`config.mk`:
```
export PLATFORM = sky130hd
export DESIGN_NAME = time_set_ctrl
export DESIGN_NICKNAME = d
export VERILOG_FILES = /design/src/rtl/time_set_ctrl.sv
export SDC_FILE = /design/constraint.sdc
export NUM_CORES = 1
export LEC_CHECK = 0
export ABC_AREA = 1
export CORE_MARGIN = 10
export CORE_UTILIZATION = 45
export DETAILED_ROUTE_END_ITERATION = 8
export GPL_TIMING_DRIVEN = 0
export PLACE_DENSITY = 0.76
export SLEW_MARGIN = 20
export SYNTH_ARGS = -nofsm -noshare
export SYNTH_HDL_FRONTEND = slang
export SYNTH_SLANG_ARGS = --single-unit
```
`constraint.sdc`:
```
create_clock -name clk_i -period 2.2 [get_ports clk_i]
set_clock_uncertainty 0.05 [all_clocks]
set_input_delay 0.44 -clock clk_i [delete_from_list [all_inputs] [get_ports clk_i]]
set_output_delay 0.44 -clock clk_i [all_outputs]
set_load 0.01 [all_outputs]
```
`src/rtl/time_set_ctrl.sv`:
```
// Button-driven HH:MM:SS editor: select walks hours -> minutes -> seconds -> commit,
// up/down step the active field with auto-repeat, idle edits time out and are discarded.
module time_set_ctrl #(
  parameter int unsigned REPEAT_DELAY = 500,
  parameter int unsigned REPEAT_RATE  = 100,
  parameter int unsigned TIMEOUT      = 10000,
  parameter int unsigned BLINK_HALF   = 250
) (
  input  logic       clk_i,
  input  logic       reset_i,
  input  logic       btn_sel_i,
  input  logic       btn_up_i,
  input  logic       btn_dn_i,
  output logic [4:0] set_hrs_o,
  output logic [5:0] set_min_o,
  output logic [5:0] set_sec_o,
  output logic       load_o,
  output logic [4:0] edit_hrs_o,
  output logic [5:0] edit_min_o,
  output logic [5:0] edit_sec_o,
  output logic       editing_o,
  output logic [1:0] field_o,
  output logic       blink_o
);

  localparam int unsigned RepW = $clog2(REPEAT_DELAY + 1);
  localparam int unsigned ToW  = $clog2(TIMEOUT + 1);
  localparam int unsigned BlkW = $clog2(BLINK_HALF + 1);

  typedef enum logic [2:0] {StIdle, StEditH, StEditM, StEditS, StCommit} state_e;

  state_e          state_q, state_d;
  logic [2:0]      btn_q, btn_d;
  logic [4:0]      set_hrs_q, set_hrs_d, edit_hrs_q, edit_hrs_d;
  logic [5:0]      set_min_q, set_min_d, edit_min_q, edit_min_d;
  logic [5:0]      set_sec_q, set_sec_d, edit_sec_q, edit_sec_d;
  logic [RepW-1:0] rep_q, rep_d, rep_inc;
  logic [ToW-1:0]  to_q, to_d, to_inc;
  logic [BlkW-1:0] bcnt_q, bcnt_d, bcnt_inc;
  logic            blink_q, blink_d;

  logic sel_edge, up_edge, dn_edge, up_alone, dn_alone;
  logic in_edit, do_step, rep_fire, activity;

  function automatic logic [5:0] wrap_step(input logic [5:0] v, input logic [5:0] max_v,
                                           input logic up);
    if (up) return (v == max_v) ? 6'd0 : v + 6'd1;
    else    return (v == 6'd0) ? max_v : v - 6'd1;
  endfunction

  always_comb begin
    btn_d    = {btn_sel_i, btn_up_i, btn_dn_i};
    sel_edge = btn_sel_i & ~btn_q[2];
    up_edge  = btn_up_i & ~btn_q[1];
    dn_edge  = btn_dn_i & ~btn_q[0];
    up_alone = btn_up_i & ~btn_dn_i;
    dn_alone = btn_dn_i & ~btn_up_i;
    in_edit  = (state_q == StEditH) || (state_q == StEditM) || (state_q == StEditS);

    state_d    = state_q;
    set_hrs_d  = set_hrs_q;
    set_min_d  = set_min_q;
    set_sec_d  = set_sec_q;
    edit_hrs_d = edit_hrs_q;
    edit_min_d = edit_min_q;
    edit_sec_d = edit_sec_q;
    rep_d      = '0;
    to_d       = '0;
    blink_d    = 1'b0;
    bcnt_d     = '0;
    do_step    = 1'b0;
    rep_fire   = 1'b0;
    rep_inc    = rep_q + RepW'(1);
    to_inc     = to_q + ToW'(1);
    bcnt_inc   = bcnt_q + BlkW'(1);

    // Repeat counter runs only while exactly one step button is held in an edit field.
    if (in_edit && !sel_edge && (up_alone || dn_alone)) begin
      if ((up_alone && up_edge) || (dn_alone && dn_edge)) begin
        do_step = 1'b1;
      end else if (rep_inc == RepW'(REPEAT_DELAY)) begin
        do_step  = 1'b1;
        rep_fire = 1'b1;
        rep_d    = RepW'(REPEAT_DELAY - REPEAT_RATE);
      end else begin
        rep_d = rep_inc;
      end
    end
    activity = sel_edge | up_edge | dn_edge | rep_fire;

    unique case (state_q)
      StIdle: begin
        edit_hrs_d = set_hrs_q;
        edit_min_d = set_min_q;
        edit_sec_d = set_sec_q;
        if (sel_edge) begin
          state_d = StEditH;
          blink_d = 1'b1;
        end
      end
      StEditH, StEditM, StEditS: begin
        if (sel_edge) begin
          blink_d = 1'b1;
          unique case (state_q)
            StEditH: state_d = StEditM;
            StEditM: state_d = StEditS;
            default: begin
              state_d   = StCommit;
              blink_d   = 1'b0;
              set_hrs_d = edit_hrs_q;
              set_min_d = edit_min_q;
              set_sec_d = edit_sec_q;
            end
          endcase
        end else if (!activity && (to_inc == ToW'(TIMEOUT))) begin
          state_d    = StIdle;
          edit_hrs_d = set_hrs_q;
          edit_min_d = set_min_q;
          edit_sec_d = set_sec_q;
        end else begin
          if (!activity) to_d = to_inc;
          if (bcnt_inc == BlkW'(BLINK_HALF)) begin
            blink_d = ~blink_q;
          end else begin
            blink_d = blink_q;
            bcnt_d  = bcnt_inc;
          end
          if (do_step) begin
            unique case (state_q)
              StEditH: edit_hrs_d = 5'(wrap_step({1'b0, edit_hrs_q}, 6'd23, up_alone));
              StEditM: edit_min_d = wrap_step(edit_min_q, 6'd59, up_alone);
              default: edit_sec_d = wrap_step(edit_sec_q, 6'd59, up_alone);
            endcase
          end
        end
      end
      StCommit: state_d = StIdle;
      default:  state_d = StIdle;
    endcase
  end

  always_ff @(posedge clk_i) begin
    if (reset_i) begin
      state_q    <= StIdle;
      btn_q      <= '0;
      set_hrs_q  <= '0;
      set_min_q  <= '0;
      set_sec_q  <= '0;
      edit_hrs_q <= '0;
      edit_min_q <= '0;
      edit_sec_q <= '0;
      rep_q      <= '0;
      to_q       <= '0;
      bcnt_q     <= '0;
      blink_q    <= 1'b0;
    end else begin
      state_q    <= state_d;
      btn_q      <= btn_d;
      set_hrs_q  <= set_hrs_d;
      set_min_q  <= set_min_d;
      set_sec_q  <= set_sec_d;
      edit_hrs_q <= edit_hrs_d;
      edit_min_q <= edit_min_d;
      edit_sec_q <= edit_sec_d;
      rep_q      <= rep_d;
      to_q       <= to_d;
      bcnt_q     <= bcnt_d;
      blink_q    <= blink_d;
    end
  end

  always_comb begin
    set_hrs_o  = set_hrs_q;
    set_min_o  = set_min_q;
    set_sec_o  = set_sec_q;
    edit_hrs_o = edit_hrs_q;
    edit_min_o = edit_min_q;
    edit_sec_o = edit_sec_q;
    load_o     = (state_q == StCommit);
    editing_o  = in_edit;
    blink_o    = blink_q;
    unique case (state_q)
      StEditH: field_o = 2'd1;
      StEditM: field_o = 2'd2;
      StEditS: field_o = 2'd3;
      default: field_o = 2'd0;
    endcase
  end

endmodule
```
======== Word level (Yosys, flattened, before mapping) ========
Index checks and enable logic that the tools add are counted.
storage, ports and cells
  bits of input ports ..................... 5
  output and inout port bits .............. 39
  word-level logic and storage cells ...... 126
  register bits after elaboration ......... 72
operators by class
  bitwise logic cells ..................... 17
  equal/unequal tests ..................... 18
  mux-type cells .......................... 42
  reduce and logical (&&, ||, !) cells .... 27
  add/subtract/negate cells ............... 9
operator list
  operator                 number
  $mux W6                  14
  $mux W5                  7
  $pmux W6 S2              2
  $ne A3 B3 Y1 const B     5
  $add A14 B1 Y14 const B  1
  $eq A14 B14 Y1 const B   1
  $add A6 B1 Y6 const B    2
  $eq A6 B6 Y1 const B     2
  $logic_not A6 Y1         2
  $pmux W3 S2              2
  $reduce_and A4 Y1        3
  $sub A6 B1 Y6 const B    2
  $mux W1                  10
  $pmux W5 S2              1
  $reduce_or A5 Y1         2
  $add A9 B1 Y9 const B    1
  $eq A9 B9 Y1 const B     1
  $mux W3                  3
  $mux W9                  1
  $not A1 Y1               9
  $add A8 B1 Y8 const B    1
  $eq A8 B8 Y1 const B     1
  $eq A3 B2 Y1 const B     2
  $pmux W2 S3              1
  21 further kinds         37

======== Longest topological paths before layout ========
  depth after elaboration ................. 12
  depth in mapped cells ................... 18
  mapped depth without buffers ............ 18

======== Least setup slack after synthesis ========
No wires, ideal clock.
  path kind ............................... reg-to-reg
  start point ............................. reg to_q[0]
  end point ............................... reg edit_min_q[0] (netlist: edit_min_o[0])
  library setup time ...................... 0.113 ns
  clock period less this slack ............ 2.028 ns
  cell stages (with the launch flop) ...... 18
  arrival ................................. 1.865 ns
  data required time ...................... 2.037 ns
  path buffers ............................ 1
  slack ................................... 0.172 ns
  cells stage by stage .................... dfxtp_1 -> ha_1 -> nand2_1 -> nor2_4 -> nand2_1 -> nand2_1 -> nand2_1 -> inv_1 -> nand2_1 -> nor2_1 -> nand2_1 -> nor2_2 -> nand2_2 -> nand3_2 -> nand3_2 -> buf_6 -> nor2_1 -> nor2_1
between the ends
  cells in the longest elaborated chain, start to end .. 6
  elaborated cells on any way between the ends .. 9
  classes of those cells .................. 1 x add/sub; 3 x eq/ne; 3 x mux; 2 x reduce/logical
RTL lines
  what                    line  RTL
  start, declared         38    logic [ToW-1:0] to_q, to_d, to_inc;
  start signal, assigned  166   to_q <= to_d;
  $add A14 B1 Y14 *       74    to_inc = to_q + ToW'(1);
  $eq A14 B14 Y1 *        115   end else if (!activity && (to_inc == ToW'(TIMEOUT))) begin
  $logic_and A1 B1 Y1 *   115
  $mux W6                 115
  $mux W6                 102   if (sel_edge) begin
  $pmux W6 S2             91    unique case (state_q)
  end signal, assigned    163   edit_min_q <= edit_min_d;
  end, declared           35    logic [5:0] set_min_q, set_min_d, edit_min_q, edit_min_d;
Every way passes the cells marked *; elsewhere a longest branch is shown, timed or not. The select of a mux whose other input is x is not followed.
A chain may end at the register's enable or synchronous reset.

======== Final worst setup path ========
  start point ............................. in btn_sel_i
  end point ............................... reg edit_min_q[1] (netlist: edit_min_o[1])
between the ends
  cells in the longest elaborated chain, start to end .. 11
  elaborated cells on any way between the ends .. 18
  classes of those cells .................. 3 x eq/ne; 5 x mux; 4 x bitwise; 6 x reduce/logical
RTL lines
  what                               line  RTL
  start, declared                    11    input logic btn_sel_i,
  $and A1 B1 Y1 *                    53    sel_edge = btn_sel_i & ~btn_q[2];
  $logic_not A1 Y1                   78    if (in_edit && !sel_edge && (up_alone || dn_alone)) begin
  $logic_and A1 B1 Y1 (2 in series)  78
  $mux W1                            78
  $or A1 B1 Y1                       89    activity = sel_edge | up_edge | dn_edge | rep_fire;
  $logic_not A1 Y1                   --
  $logic_and A1 B1 Y1                115
  $mux W6                            115
  $mux W6                            102
  $pmux W6 S2                        91
Marked as above.

==> key figures <==
Timing
  – RSZ-0062 raised after global routing: true
  – # setup viols final: 12
  – FMAX: 445 MHz
  – Setup TNS: -0.231 ns
  – Fin worst setup slack: -0.0473 ns
  – Slew Viols, Final: 0
  – Final Cycle Share: 102%
  – Worst Tran Pin Value: 0.611 ns
  – Final min period: 2.25 ns
  – Final Hold Fails: 0
  – Slew margin rel.: 59.3%

Worst setup path
  – Buf/Inv on CP: 5
  – WS Path Type: in -> reg
  – R2R depth: 16
  – Startpoint types: primary input
  – Stages on the worst setup path: 14
  – Worst EP required: 2.41 ns
  – Critical-path cell list: clkdlybuf4s50_1, inv_1, nor2_2, inv_1, nand3_1, nor2_4, buf_6, nand2_4, nand3_4, nand3_4, buf_8, nand2_1, nand2_1, nor2_1
  – R2r setup slk: -0.01 ns
  – Crit. End Element: flop
  – Critical path's largest stage delay: 0.46 ns
  – Critical path peak fanout: 6
  – CP delay by family, top: buffers and inverters
  – Slowest stage cell, crit path: clkdlybuf4s50_1
  – CP arrival: 2.45 ns

Routing
  – Wire length per cell: 15.1 um
  – Avg Vias per Cell: 5.44
  – Pre-Repair DR Iteration Count: 6
  – Vias post-DR: 4535
  – Final ANT Viol Nets: 0
  – Residual DRC: 0
  – Final WL: 12.6 mm
  – DRT iter0 DRCs: 333

Die
  – Die width: 117 um
  – Core ar.: 0.00920 mm^2
  – FP Rows: 35
  – Die Height: 117 um
  – Top Ports: 44
  – Initial core utilization: 46.1%
  – Die ar.: 0.0137 mm^2

Synth
  – Cell area after synthesis: 0.00424 mm^2
  – Most numerous cell in the Yosys netlist: nand2_1
  – Synthesis Warnings: 0
  – Main area contributors after synthesis: dfxtp_1 (34%), nand2_1 (13%), nor2_1 (9.6%)
  – Number of synthesized flops with an enable pin: 0
  – Synth Net Count: 658
  – Top-area cell type share of the netlist area: 34.0%
  – Async S/R FF share, synth: 0%
  – Mean post-synth cell area: 6.65 um^2
  – Synth area leader: dfxtp_1
  – Synthesized flop and latch total: 72
  – Primary FF master, synth: dfxtp_1
  – Seq/Total Area, Yosys: 34.0%
  – Yosys cell types: 37
  – Post-synth top cells: nand2_1 (151), nor2_1 (109), dfxtp_1 (72), inv_1 (68), nand3_1 (44)
  – Cells after Synth: 638

CTS
  – TritonCTS Buffers: 9
  – Clk buf depth: 2
  – Hold Buf Count CTS: 0
  – # clock sinks: 72
  – CTS tree: yes
  – Clk root buf: clkbuf_8
  – Worst skew pair latency: 0.35 ns
  – Worst-path clk slew: 0.08 ns
  – CTS HTree Levels: 3

Place
  – Final HPWL DP: 8.03 mm
  – RePlAce Congestion: 0.946
  – PortBufs: 43
  – Placed instance count: 792
  – Pre-CTS WS: -0.619 ns

Global routing
  – Initial antenna violation count: 0
  – Gr usage total: 17.2%
  – Largest net degree at the start of global routing: 12
  – Number of global-route vias before repair: 4165
  – Total grt overflow: 0
  – First-pass GRT wire length: 19.2 mm

Job
  – Max Cap Viol: 0

Outcome
  – Run status: finished, violations left
  – Failing checks: negative setup slack

Power
  – Power density cells: 1070 mW/mm^2
  – Leak Pwr: 2.41 nW
  – Peak VDD IR: 0.838 mV

Layout
  – Post-Layout Cell Count: 834
  – Layout overhead on the synthesized area: 34.0%
  – Diode count: 0
  – Register Area: 0.00147 mm^2
  – Share of cells above drive strength 1: 20.6%
  – Final Net Count: 738
  – Area of the multi-input gates: 0.00277 mm^2
  – Fin util: 61.8%
  – # fillers: 793

Worst hold path
  – Worst Hold Class: reg -> reg
  – Worst Hold Depth: 1
## layout make-up
class	count	area share (%)
Multi-Input combinational cell	477	48.7
Sequential cell	72	25.8
Timing Repair Buffer	68	12.3
Inverter	72	4.89
Clock buffer	13	2.80
Buffer	18	2.44
Tap cell	111	2.44
Clock inverter	3	0.704
## per-stage QoR
stage / area [um^2] / power, W / hold slack [ns]
2_1_floorplan: 4240 / 0.00352 / 0.379
5_1_grt: 5680 / 0.00655 / 0.415
4_1_cts: 5260 / 0.00558 / 0.433
3_3_place_gp: 4810 / 0.00426 / 0.390
3_5_place_dp: 4810 / 0.00431 / 0.420
6_report: 5680 / 0.00611 / 0.401
## sequential cells by signal (all words and copies together), names as in the netlist
signal      cells
to_q           14
rep_q           9
btn_q           3
edit_hrs_o      5
edit_sec_o      6
set_min_o       6
blink_o         1
edit_min_o      6
state_q         3
bcnt_q          8
set_hrs_o       5
set_sec_o       6
## what timing repair did
| item | CTS | global route |
|---|---|---|
| pin swaps | 12 | 38 |
| resized for setup | 41 | 92 |
| endpoints found under the setup margin | 60 | 55 |
| cloned | 1 | 4 |
| buffers inserted | 13 | 8 |
| endpoints found under the hold margin | 0 | 0 |
## report_power, final
part / switching [W] / leakage [nW] / internal, W / total [W]
Combinational: 0.00189 / 1.72 / 0.00147 / 0.00336
Sequential: 0.000198 / 0.591 / 0.00148 / 0.00168
Clock: 0.000489 / 0.103 / 0.000584 / 0.00107
## worst register-to-register path: cells and delay by family (launching register included)
kind	cells	cell delay (ns)
and+or+nand+nor	14	1.37
buffers and inverters	2	0.31
DFF	1	0.45
## cells by family (layout without fill, tap and decap cells)
family	Yosys count	after routing	synth area share, %
XOR/XNOR	26	26	5.37
buffers and inverters	90	174	8.94
AND/OR/NAND/NOR	353	354	36.8
flip-flops	72	72	34.0
adder cells (fa/ha/maj)	15	15	4.42
AO/OA/AOI/OAI	82	82	10.5
## worst paths after layout
check	from	end
max	btn_sel_i	edit_min_o[1]
min	rep_q[0]	rep_q[0]
min reg2reg	rep_q[0]	rep_q[0]
max reg2reg	to_q[5]	edit_min_o[1]
## routing by layer
metal	part of all wire, %	up-vias	track usage, %
li1	-	2208	-
met3	7.0	32	3.52
met1	41	2124	20.6
met5	0	-	0
met2	49	171	29.4
met4	2.9	0	7.00
## placed cells by master, fill, tap and decap left out, drive strengths merged
cell,instances
o22ai,3
a21oi,32
buf,29
nor2,117
dlygate4sd2,2
nand4,16
ha,15
dfxtp,72
nand3,52
clkdlybuf4s50,40
clkdlybuf4s15,1
o21ai,36
o32ai,1
clkbuf,27
clkinv,5
a221oi,2
a32o,1
nand2,155
o21bai,2
inv,69
o32a,1
a22oi,1
xnor2,3
bufinv,1
nor3,6
and3,2
nand3b,3
a31oi,3
xor2,23
nor4,1
or2,2
Note: power is estimated with default switching activity, not from simulation.
